<file path="config.mk">
export PLATFORM = sky130hd
export DESIGN_NAME = writeback_regfile_flat
export DESIGN_NICKNAME = d
export VERILOG_FILES = /design/src/rtl/writeback_regfile_pkg.sv /design/src/rtl/writeback_regfile_if.sv /design/src/rtl/writeback_regfile_scoreboard.sv /design/src/rtl/writeback_regfile.sv /design/src/flat_wrapper.sv
export SDC_FILE = /design/constraint.sdc
export NUM_CORES = 1
export LEC_CHECK = 0
export BUFFER_PORTS_ARGS = -buffer_cell sky130_fd_sc_hd__buf_4
export CAP_MARGIN = 0
export CELL_PAD_IN_SITES_DETAIL_PLACEMENT = 0
export CELL_PAD_IN_SITES_GLOBAL_PLACEMENT = 1
export CORE_AREA = 2 2 142 144
export DETAILED_ROUTE_END_ITERATION = 7
export DIE_AREA = 0 0 144 146
export PLACE_DENSITY_LB_ADDON = 0.1
export SLEW_MARGIN = 15
export SYNTH_ARGS = -nofsm -noshare
export SYNTH_HDL_FRONTEND = slang
export SYNTH_SLANG_ARGS = --single-unit
</file>
<file path="constraint.sdc">
create_clock -name clk -period 1.9 [get_ports clk]
set_clock_uncertainty 0.15 [all_clocks]
set_input_delay 0.285 -clock clk [delete_from_list [all_inputs] [get_ports clk]]
set_output_delay 0.285 -clock clk [all_outputs]
set_load 0.005 [all_outputs]
</file>
<file path="src/rtl/writeback_regfile_pkg.sv">
// Shared sizing defaults and constants for the writeback register file slice.
// Latency: n/a (compile-time constants only).
// Backpressure: n/a.
package writeback_regfile_pkg;

    localparam int DEF_DATA_W  = 16;
    localparam int DEF_REG_CNT = 8;
    localparam int DEF_ADDR_W  = 3;
    localparam int WB_CNT_W    = 16;

    // Architectural zero register: reads 0, never written, never busy.
    localparam int R0_IDX = 0;

endpackage

</file>
<file path="src/rtl/writeback_regfile_if.sv">
// ID/EX side bundle into the writeback register file: issue, source reads, writeback, status.
// Latency: combinational reads/stall; state-derived outputs move one edge after the cause.
// Backpressure: stall tells ID to hold its issue_* fields; writebacks are never refused.
interface writeback_regfile_if
    import writeback_regfile_pkg::*;
#(
    parameter int DATA_W = DEF_DATA_W,
    parameter int ADDR_W = DEF_ADDR_W
);

    logic                issue_valid;
    logic [ADDR_W-1:0]   issue_rd;
    logic                issue_wr;
    logic [ADDR_W-1:0]   rs1_addr;
    logic [ADDR_W-1:0]   rs2_addr;
    logic [DATA_W-1:0]   rs1_data;
    logic [DATA_W-1:0]   rs2_data;
    logic                stall;
    logic                wb_valid;
    logic [ADDR_W-1:0]   wb_rd;
    logic [DATA_W-1:0]   wb_data;
    logic [WB_CNT_W-1:0] wb_count;
    logic                err;

    // Pipeline side: ID drives issue/reads, EX drives writeback.
    modport master (
        output issue_valid, issue_rd, issue_wr, rs1_addr, rs2_addr,
        output wb_valid, wb_rd, wb_data,
        input  rs1_data, rs2_data, stall, wb_count, err
    );

    // Register file side.
    modport slave (
        input  issue_valid, issue_rd, issue_wr, rs1_addr, rs2_addr,
        input  wb_valid, wb_rd, wb_data,
        output rs1_data, rs2_data, stall, wb_count, err
    );

endinterface

</file>
<file path="src/rtl/writeback_regfile_scoreboard.sv">
// Busy scoreboard: tracks in-flight destinations, flags RAW/WAW hazards and writebacks to idle registers.
// Latency: haz is combinational; busy/err update on the next rising edge.
// Backpressure: haz feeds ID stall; an issue is only recorded when it is not hazarded. WB_BYPASS_EN waives matched hazards.
module wb_scoreboard
    import writeback_regfile_pkg::*;
#(
    parameter int REG_CNT = DEF_REG_CNT,
    parameter int ADDR_W  = DEF_ADDR_W
) (
    input  logic              clk,
    input  logic              rst_n,
    input  logic              issue_valid,
    input  logic [ADDR_W-1:0] issue_rd,
    input  logic              issue_wr,
    input  logic [ADDR_W-1:0] rs1_addr,
    input  logic [ADDR_W-1:0] rs2_addr,
    input  logic              wb_valid,
    input  logic [ADDR_W-1:0] wb_rd,
    output logic              haz,
    output logic              err
);

    logic [REG_CNT-1:0] busy_q, busy_d;
    logic               err_q, err_d;
    logic               src1_haz, src2_haz, waw_haz;
    logic               issue_set, wb_clr;

    // Hazard terms; a result arriving this cycle can satisfy a waiting operand when forwarding is built in.
    always_comb begin
        src1_haz = busy_q[rs1_addr];
        src2_haz = busy_q[rs2_addr];
        waw_haz  = issue_wr & busy_q[issue_rd];
`ifdef WB_BYPASS_EN
        if (wb_valid && (wb_rd == rs1_addr)) src1_haz = 1'b0;
        if (wb_valid && (wb_rd == rs2_addr)) src2_haz = 1'b0;
        if (wb_valid && (wb_rd == issue_rd)) waw_haz  = 1'b0;
`endif
        haz = src1_haz | src2_haz | waw_haz;
    end

    // Next busy vector and sticky error; on a same-register collision the issue's set wins over the clear.
    always_comb begin
        issue_set = issue_valid & ~haz & issue_wr & (issue_rd != ADDR_W'(R0_IDX));
        wb_clr    = wb_valid & (wb_rd != ADDR_W'(R0_IDX));
        busy_d    = busy_q;
        err_d     = err_q | (wb_clr & ~busy_q[wb_rd]);
        if (wb_clr)    busy_d[wb_rd]    = 1'b0;
        if (issue_set) busy_d[issue_rd] = 1'b1;
    end

    // Scoreboard state registers.
    always_ff @(posedge clk or negedge rst_n) begin
        if (!rst_n) begin
            busy_q <= '0;
            err_q  <= 1'b0;
        end else begin
            busy_q <= busy_d;
            err_q  <= err_d;
        end
    end

    assign err = err_q;

endmodule

</file>
<file path="src/rtl/writeback_regfile.sv">
// Writeback end of the pipeline: commits EX results to the register file and serves ID's two source reads.
// Latency: writes visible one cycle after wb_valid (same cycle with WB_BYPASS_EN); reads and stall are combinational.
// Backpressure: stall = issue_valid & hazard holds ID; writebacks always complete. Optional forwarding macro: WB_BYPASS_EN.
module writeback_regfile
    import writeback_regfile_pkg::*;
#(
    parameter int DATA_W  = DEF_DATA_W,
    parameter int REG_CNT = DEF_REG_CNT,
    parameter int ADDR_W  = DEF_ADDR_W
) (
    input  logic                clk,
    input  logic                rst_n,
    writeback_regfile_if.slave  bus
);

    logic [DATA_W-1:0]   regs_q [REG_CNT];
    logic [DATA_W-1:0]   regs_d [REG_CNT];
    logic [WB_CNT_W-1:0] wb_count_q, wb_count_d;
    logic                haz;
    logic                wb_commit;

    // r0 writebacks count but never reach the array.
    assign wb_commit = bus.wb_valid & (bus.wb_rd != ADDR_W'(R0_IDX));

    wb_scoreboard #(
        .REG_CNT (REG_CNT),
        .ADDR_W  (ADDR_W)
    ) u_scoreboard (
        .clk         (clk),
        .rst_n       (rst_n),
        .issue_valid (bus.issue_valid),
        .issue_rd    (bus.issue_rd),
        .issue_wr    (bus.issue_wr),
        .rs1_addr    (bus.rs1_addr),
        .rs2_addr    (bus.rs2_addr),
        .wb_valid    (bus.wb_valid),
        .wb_rd       (bus.wb_rd),
        .haz         (haz),
        .err         (bus.err)
    );

    // Register array write and writeback counter (wraps naturally at its width).
    always_comb begin
        regs_d     = regs_q;
        wb_count_d = wb_count_q;
        if (bus.wb_valid) begin
            wb_count_d = wb_count_q + WB_CNT_W'(1);
        end
        if (wb_commit) begin
            regs_d[bus.wb_rd] = bus.wb_data;
        end
    end

    // Array and counter state; reset clears every register including r0.
    always_ff @(posedge clk or negedge rst_n) begin
        if (!rst_n) begin
            regs_q     <= '{default: '0};
            wb_count_q <= '0;
        end else begin
            regs_q     <= regs_d;
            wb_count_q <= wb_count_d;
        end
    end

    // Source read mux with optional same-cycle forwarding of the incoming result.
    always_comb begin
        bus.rs1_data = regs_q[bus.rs1_addr];
        bus.rs2_data = regs_q[bus.rs2_addr];
`ifdef WB_BYPASS_EN
        if (wb_commit && (bus.wb_rd == bus.rs1_addr)) bus.rs1_data = bus.wb_data;
        if (wb_commit && (bus.wb_rd == bus.rs2_addr)) bus.rs2_data = bus.wb_data;
`endif
        if (bus.rs1_addr == ADDR_W'(R0_IDX)) bus.rs1_data = '0;
        if (bus.rs2_addr == ADDR_W'(R0_IDX)) bus.rs2_data = '0;
    end

    assign bus.stall    = bus.issue_valid & haz;
    assign bus.wb_count = wb_count_q;

endmodule
</file>
<file path="src/flat_wrapper.sv">
// flat-port wrapper written by rule: the top's interface ports become plain ports
module writeback_regfile_flat import writeback_regfile_pkg::*;
#(
    parameter int DATA_W  = DEF_DATA_W,
    parameter int REG_CNT = DEF_REG_CNT,
    parameter int ADDR_W  = DEF_ADDR_W
)
  (clk, rst_n, bus_issue_valid, bus_issue_rd, bus_issue_wr, bus_rs1_addr, bus_rs2_addr, bus_wb_valid, bus_wb_rd, bus_wb_data, bus_rs1_data, bus_rs2_data, bus_stall, bus_wb_count, bus_err);
  writeback_regfile_if #(.DATA_W(DATA_W), .ADDR_W(ADDR_W)) bus_i ();
  input  logic clk;
  input  logic rst_n;
  input wire logic [$bits(bus_i.issue_valid)-1:0] bus_issue_valid;
  input wire logic [$bits(bus_i.issue_rd)-1:0] bus_issue_rd;
  input wire logic [$bits(bus_i.issue_wr)-1:0] bus_issue_wr;
  input wire logic [$bits(bus_i.rs1_addr)-1:0] bus_rs1_addr;
  input wire logic [$bits(bus_i.rs2_addr)-1:0] bus_rs2_addr;
  input wire logic [$bits(bus_i.wb_valid)-1:0] bus_wb_valid;
  input wire logic [$bits(bus_i.wb_rd)-1:0] bus_wb_rd;
  input wire logic [$bits(bus_i.wb_data)-1:0] bus_wb_data;
  output wire logic [$bits(bus_i.rs1_data)-1:0] bus_rs1_data;
  output wire logic [$bits(bus_i.rs2_data)-1:0] bus_rs2_data;
  output wire logic [$bits(bus_i.stall)-1:0] bus_stall;
  output wire logic [$bits(bus_i.wb_count)-1:0] bus_wb_count;
  output wire logic [$bits(bus_i.err)-1:0] bus_err;
  assign bus_i.issue_valid = bus_issue_valid;
  assign bus_i.issue_rd = bus_issue_rd;
  assign bus_i.issue_wr = bus_issue_wr;
  assign bus_i.rs1_addr = bus_rs1_addr;
  assign bus_i.rs2_addr = bus_rs2_addr;
  assign bus_i.wb_valid = bus_wb_valid;
  assign bus_i.wb_rd = bus_wb_rd;
  assign bus_i.wb_data = bus_wb_data;
  assign bus_rs1_data = bus_i.rs1_data;
  assign bus_rs2_data = bus_i.rs2_data;
  assign bus_stall = bus_i.stall;
  assign bus_wb_count = bus_i.wb_count;
  assign bus_err = bus_i.err;
  writeback_regfile #(.DATA_W(DATA_W), .REG_CNT(REG_CNT), .ADDR_W(ADDR_W)) u_core (.clk(clk), .rst_n(rst_n), .bus(bus_i));
endmodule
</file>
==> results list <==
- Largest family of logic cells by synthesized area: multiplexers
* Synth Area in XOR/XNOR: 0.0180
- Post-synthesis compound-gate area fraction: 0.0737
- Setup violations remaining at the end of the flow were counted as 33.
- STA puts the critical path data required time at 1.46 ns.
* Overall routing resource usage: 0.201
* Sequential area share after synthesis: 0.469
- Post-synthesis instance area: 0.00730 mm²
- The count of pins over their slew limit came to 0.
- Sorting the synthesized cells by area gives the leading types as sky130_fd_sc_hd__dfrtp_1, sky130_fd_sc_hd__mux2_2, sky130_fd_sc_hd__mux4_2.
- Later-pin clock latency in the skew report: 0.42 ns
* Fraction of final layout cells with drive strength greater than 1: 0.584
* Max-Slew Margin vs Limit: 0.614
- The routed design could run at a clock period as short as 2.23 ns.
- TritonCTS built the clock tree.
- For this run, the leading register cell type out of synthesis is sky130_fd_sc_hd__dfrtp_1.
- P per Cell Area: 1070 mW/mm²
* Final hold violation count: 0
- Top achievable clock speed: 449 MHz
* Number of violations of the max-capacitance limit: 0
* Top cells by count, synth: sky130_fd_sc_hd__mux2_2, sky130_fd_sc_hd__dfrtp_1, sky130_fd_sc_hd__mux4_2
- Total core area: 0.0193 mm²
- Antenna diode instance count: 0
- For this run, design rule violations remaining after detail routing come to 0.
- Kind of critical path: register to output pin
- Synthesized area divided by synthesized cell count: 13.3 µm²
* Static Leak: 4.28 nW
- The number of nets handed over by synthesis was 585.
- Finished Core Util: 0.508
- Across all setup checks in the final design, the least slack found is -0.325 ns.
- Gate count of the mapped netlist: 551
- During I/O placement, the number of pins put on the boundary was 83.
* Peak supply drop: 0.733 mV
* Num CTS Buffers: 17
* Worst Tran Pin Value: 0.579 ns
- CTS Sinks: 137
- Via/cell ratio: 5.35
* Final standard cell count with taps included and fillers excluded: 974
- Compared with the post-synthesis result, the final layout area differs by 34.4%.
* Total of buffers placed on input and output ports: 82
* Failing checks: setup timing
- Proportion of register bits with asynchronous set or reset after synthesis: 1.00
- The tree is rooted in a sky130_fd_sc_hd__clkbuf_16.
- The die is 146 µm tall.
- Post-layout total power: 10.5 mW
- First-pass DRT Iterations: 4
* Initial antenna violation count: 0
- After clock tree synthesis, the clock-pin slew on the worst setup and hold paths is 0.06 ns.
- Adder and majority cell fraction of the synthesized area: 0.00171
- The share of synthesized area in the top cell type comes to 0.469.
* Final worst path period share: 1.17
- STA classifies the critical path startpoint as a register.
- Total via count after detailed routing: 5208
- Worst hold margin: 0.0157 ns
* Routed Wire Length: 20300 µm
* Total number of yosys warnings: 0
- Number of DRC markers after the initial detailed-route iteration: 262
- sky130_fd_sc_hd__mux2_2 is the most common cell in the netlist.
- Maximum number of pins on one net before global-route repair: 94
- Htree depth: 4
* Number of nets in the finished design: 730
* Library cells used by synthesis: 43
- Cell type with the largest total area after synthesis: sky130_fd_sc_hd__dfrtp_1
- Yosys reg bits: 137
* Endpoint kind of the worst setup timing path: output pin
* Starting utilization of the core area: 0.378
* Critical path arrival: 1.79 ns
* Die outline area: 0.0210 mm²
* Routability cong.: 0.765
- Post-Synth Simple-Gate Area: 0.0524
- Number of nets still failing antenna checks after routing: 0
- Via count of the first global-routing pass: 5568
- The first global-routing pass estimated 31800 µm of wire.
- The wire-length estimate of the detail-placed layout is 13500 µm.
- After floorplanning, the core was divided into 51 placement rows.
* Status: complete, but fails checks
* Overall overflow remaining after global route: 0
- The filler cells instantiated in the layout total 1704.
- Buffer depth of the longest clock path: 2
- Max FO, Critical Path: 4
- Measured against the total synthesized area, the mux share comes to 0.348.
* Type of the worst min-delay path: input port to register
* Wirelength per Cell: 20.8 µm
* Die X-Extent: 144 µm
* Unrepaired setup endpoints after global routing: yes
- In this run, synthesis inferred 0 flip-flops with an integrated enable.
- Cell total after placement: 920
-- cell type report --
type                       count  area, µm²  area share
clock inverter                11        194      0.0198
clock buffer                  21        460      0.0469
sequential                   137       3430       0.349
tap                          265        332      0.0338
inverter                      18       67.6     0.00688
multi-input combinational    354       3880       0.395
timing repair buffer         168       1460       0.148
-- where the power goes --
| part | internal [mW] | switching [mW] | total (mW) |
|---|---|---|---|
| clock | 2.40 | 1.31 | 3.71 |
| combinational | 1.66 | 1.04 | 2.70 |
| sequential | 3.57 | 0.540 | 4.11 |
-- repair_timing --
action / in CTS / in global routing
hold buffers: 15 / 0
setup buffers: 6 / 3
setup endpoints to repair: 33 / 33
pin swaps: 19 / 3
resized for setup: 50 / 20
endpoints found under the hold margin: 204 / 0
-- critical path: stages (launching register included) --
cell and delay, ns:
sky130_fd_sc_hd__dfrtp_1 0.41, sky130_fd_sc_hd__mux4_2 0.50, sky130_fd_sc_hd__mux2i_2 0.19, sky130_fd_sc_hd__a31oi_1 0.11, sky130_fd_sc_hd__buf_4 0.15
-- metal layers --
layer  GRT usage  part of all wire
met1       0.283              0.48
met2       0.316              0.48
met3      0.0329             0.023
met4      0.0696             0.018
met5           0                 0
-- sequential cells by signal, indices dropped and copies added (netlist names) --
name,count
u_core.bus.wb_count,16
u_core.u_scoreboard.busy_q,8
u_core.regs_q,112
u_core.u_scoreboard.err,1
-- cell usage in the layout (no fill, tap or decap), types with 4 or more instances in the layout --
cell,instances
sky130_fd_sc_hd__buf_4,137
sky130_fd_sc_hd__dfrtp_1,137
sky130_fd_sc_hd__mux2_2,135
sky130_fd_sc_hd__mux4_2,34
sky130_fd_sc_hd__nand2_1,29
sky130_fd_sc_hd__clkbuf_16,17
sky130_fd_sc_hd__a22oi_1,16
sky130_fd_sc_hd__dlygate4sd3_1,15
sky130_fd_sc_hd__xnor2_1,12
sky130_fd_sc_hd__a221oi_2,11
sky130_fd_sc_hd__buf_12,11
sky130_fd_sc_hd__mux2i_1,10
sky130_fd_sc_hd__a21oi_2,10
sky130_fd_sc_hd__o21ai_0,9
sky130_fd_sc_hd__inv_2,9
sky130_fd_sc_hd__inv_1,9
sky130_fd_sc_hd__o21ai_1,8
sky130_fd_sc_hd__mux2_4,8
sky130_fd_sc_hd__nand4_1,7
sky130_fd_sc_hd__a21oi_1,6
sky130_fd_sc_hd__nand3_1,5
sky130_fd_sc_hd__bufinv_16,5
sky130_fd_sc_hd__buf_6,5
sky130_fd_sc_hd__a221oi_4,4
sky130_fd_sc_hd__nor2_1,4
-- stage by stage --
| step | TNS [ns] | instance area [µm²] | setup slack (ns) |
|---|---|---|---|
| 5_1_grt | -5.96 | 9810 | -0.388 |
| 3_5_place_dp | -2.68 | 8700 | -0.150 |
| 4_1_cts | -4.49 | 9700 | -0.329 |
| 3_3_place_gp | -2.81 | 8700 | -0.132 |
| 2_1_floorplan | 0 | 7300 | 0.0592 |
| 6_report | -3.99 | 9810 | -0.325 |
-- worst paths after layout --
kind                                                     from                       endpoint  slack [ns]  depth (start not counted)
max in group asynchronous                               rst_n               u_core.regs_q[3]        0.83                          3
worst max-delay path            u_core.u_scoreboard.busy_q[3]                      bus_stall       -0.33                          4
min in group asynchronous                               rst_n         u_core.bus.wb_count[7]        0.28                          3
worst max register to register  u_core.u_scoreboard.busy_q[3]  u_core.u_scoreboard.busy_q[5]        0.10                          3
worst min-delay path                          bus_wb_data[12]              u_core.regs_q[76]        0.02                          2
worst min register to register  u_core.u_scoreboard.busy_q[0]  u_core.u_scoreboard.busy_q[0]        0.30                          0
-- cells by family (layout without fill, tap and decap cells) --
group,after synthesis,count (layout)
mux,191,191
flops,137,137
compound gates,78,78
simple gates,69,69
buf+inv,60,218
xor+xnor,15,15
fa+ha+maj,1,1
Power figures use the tool's default switching activity.
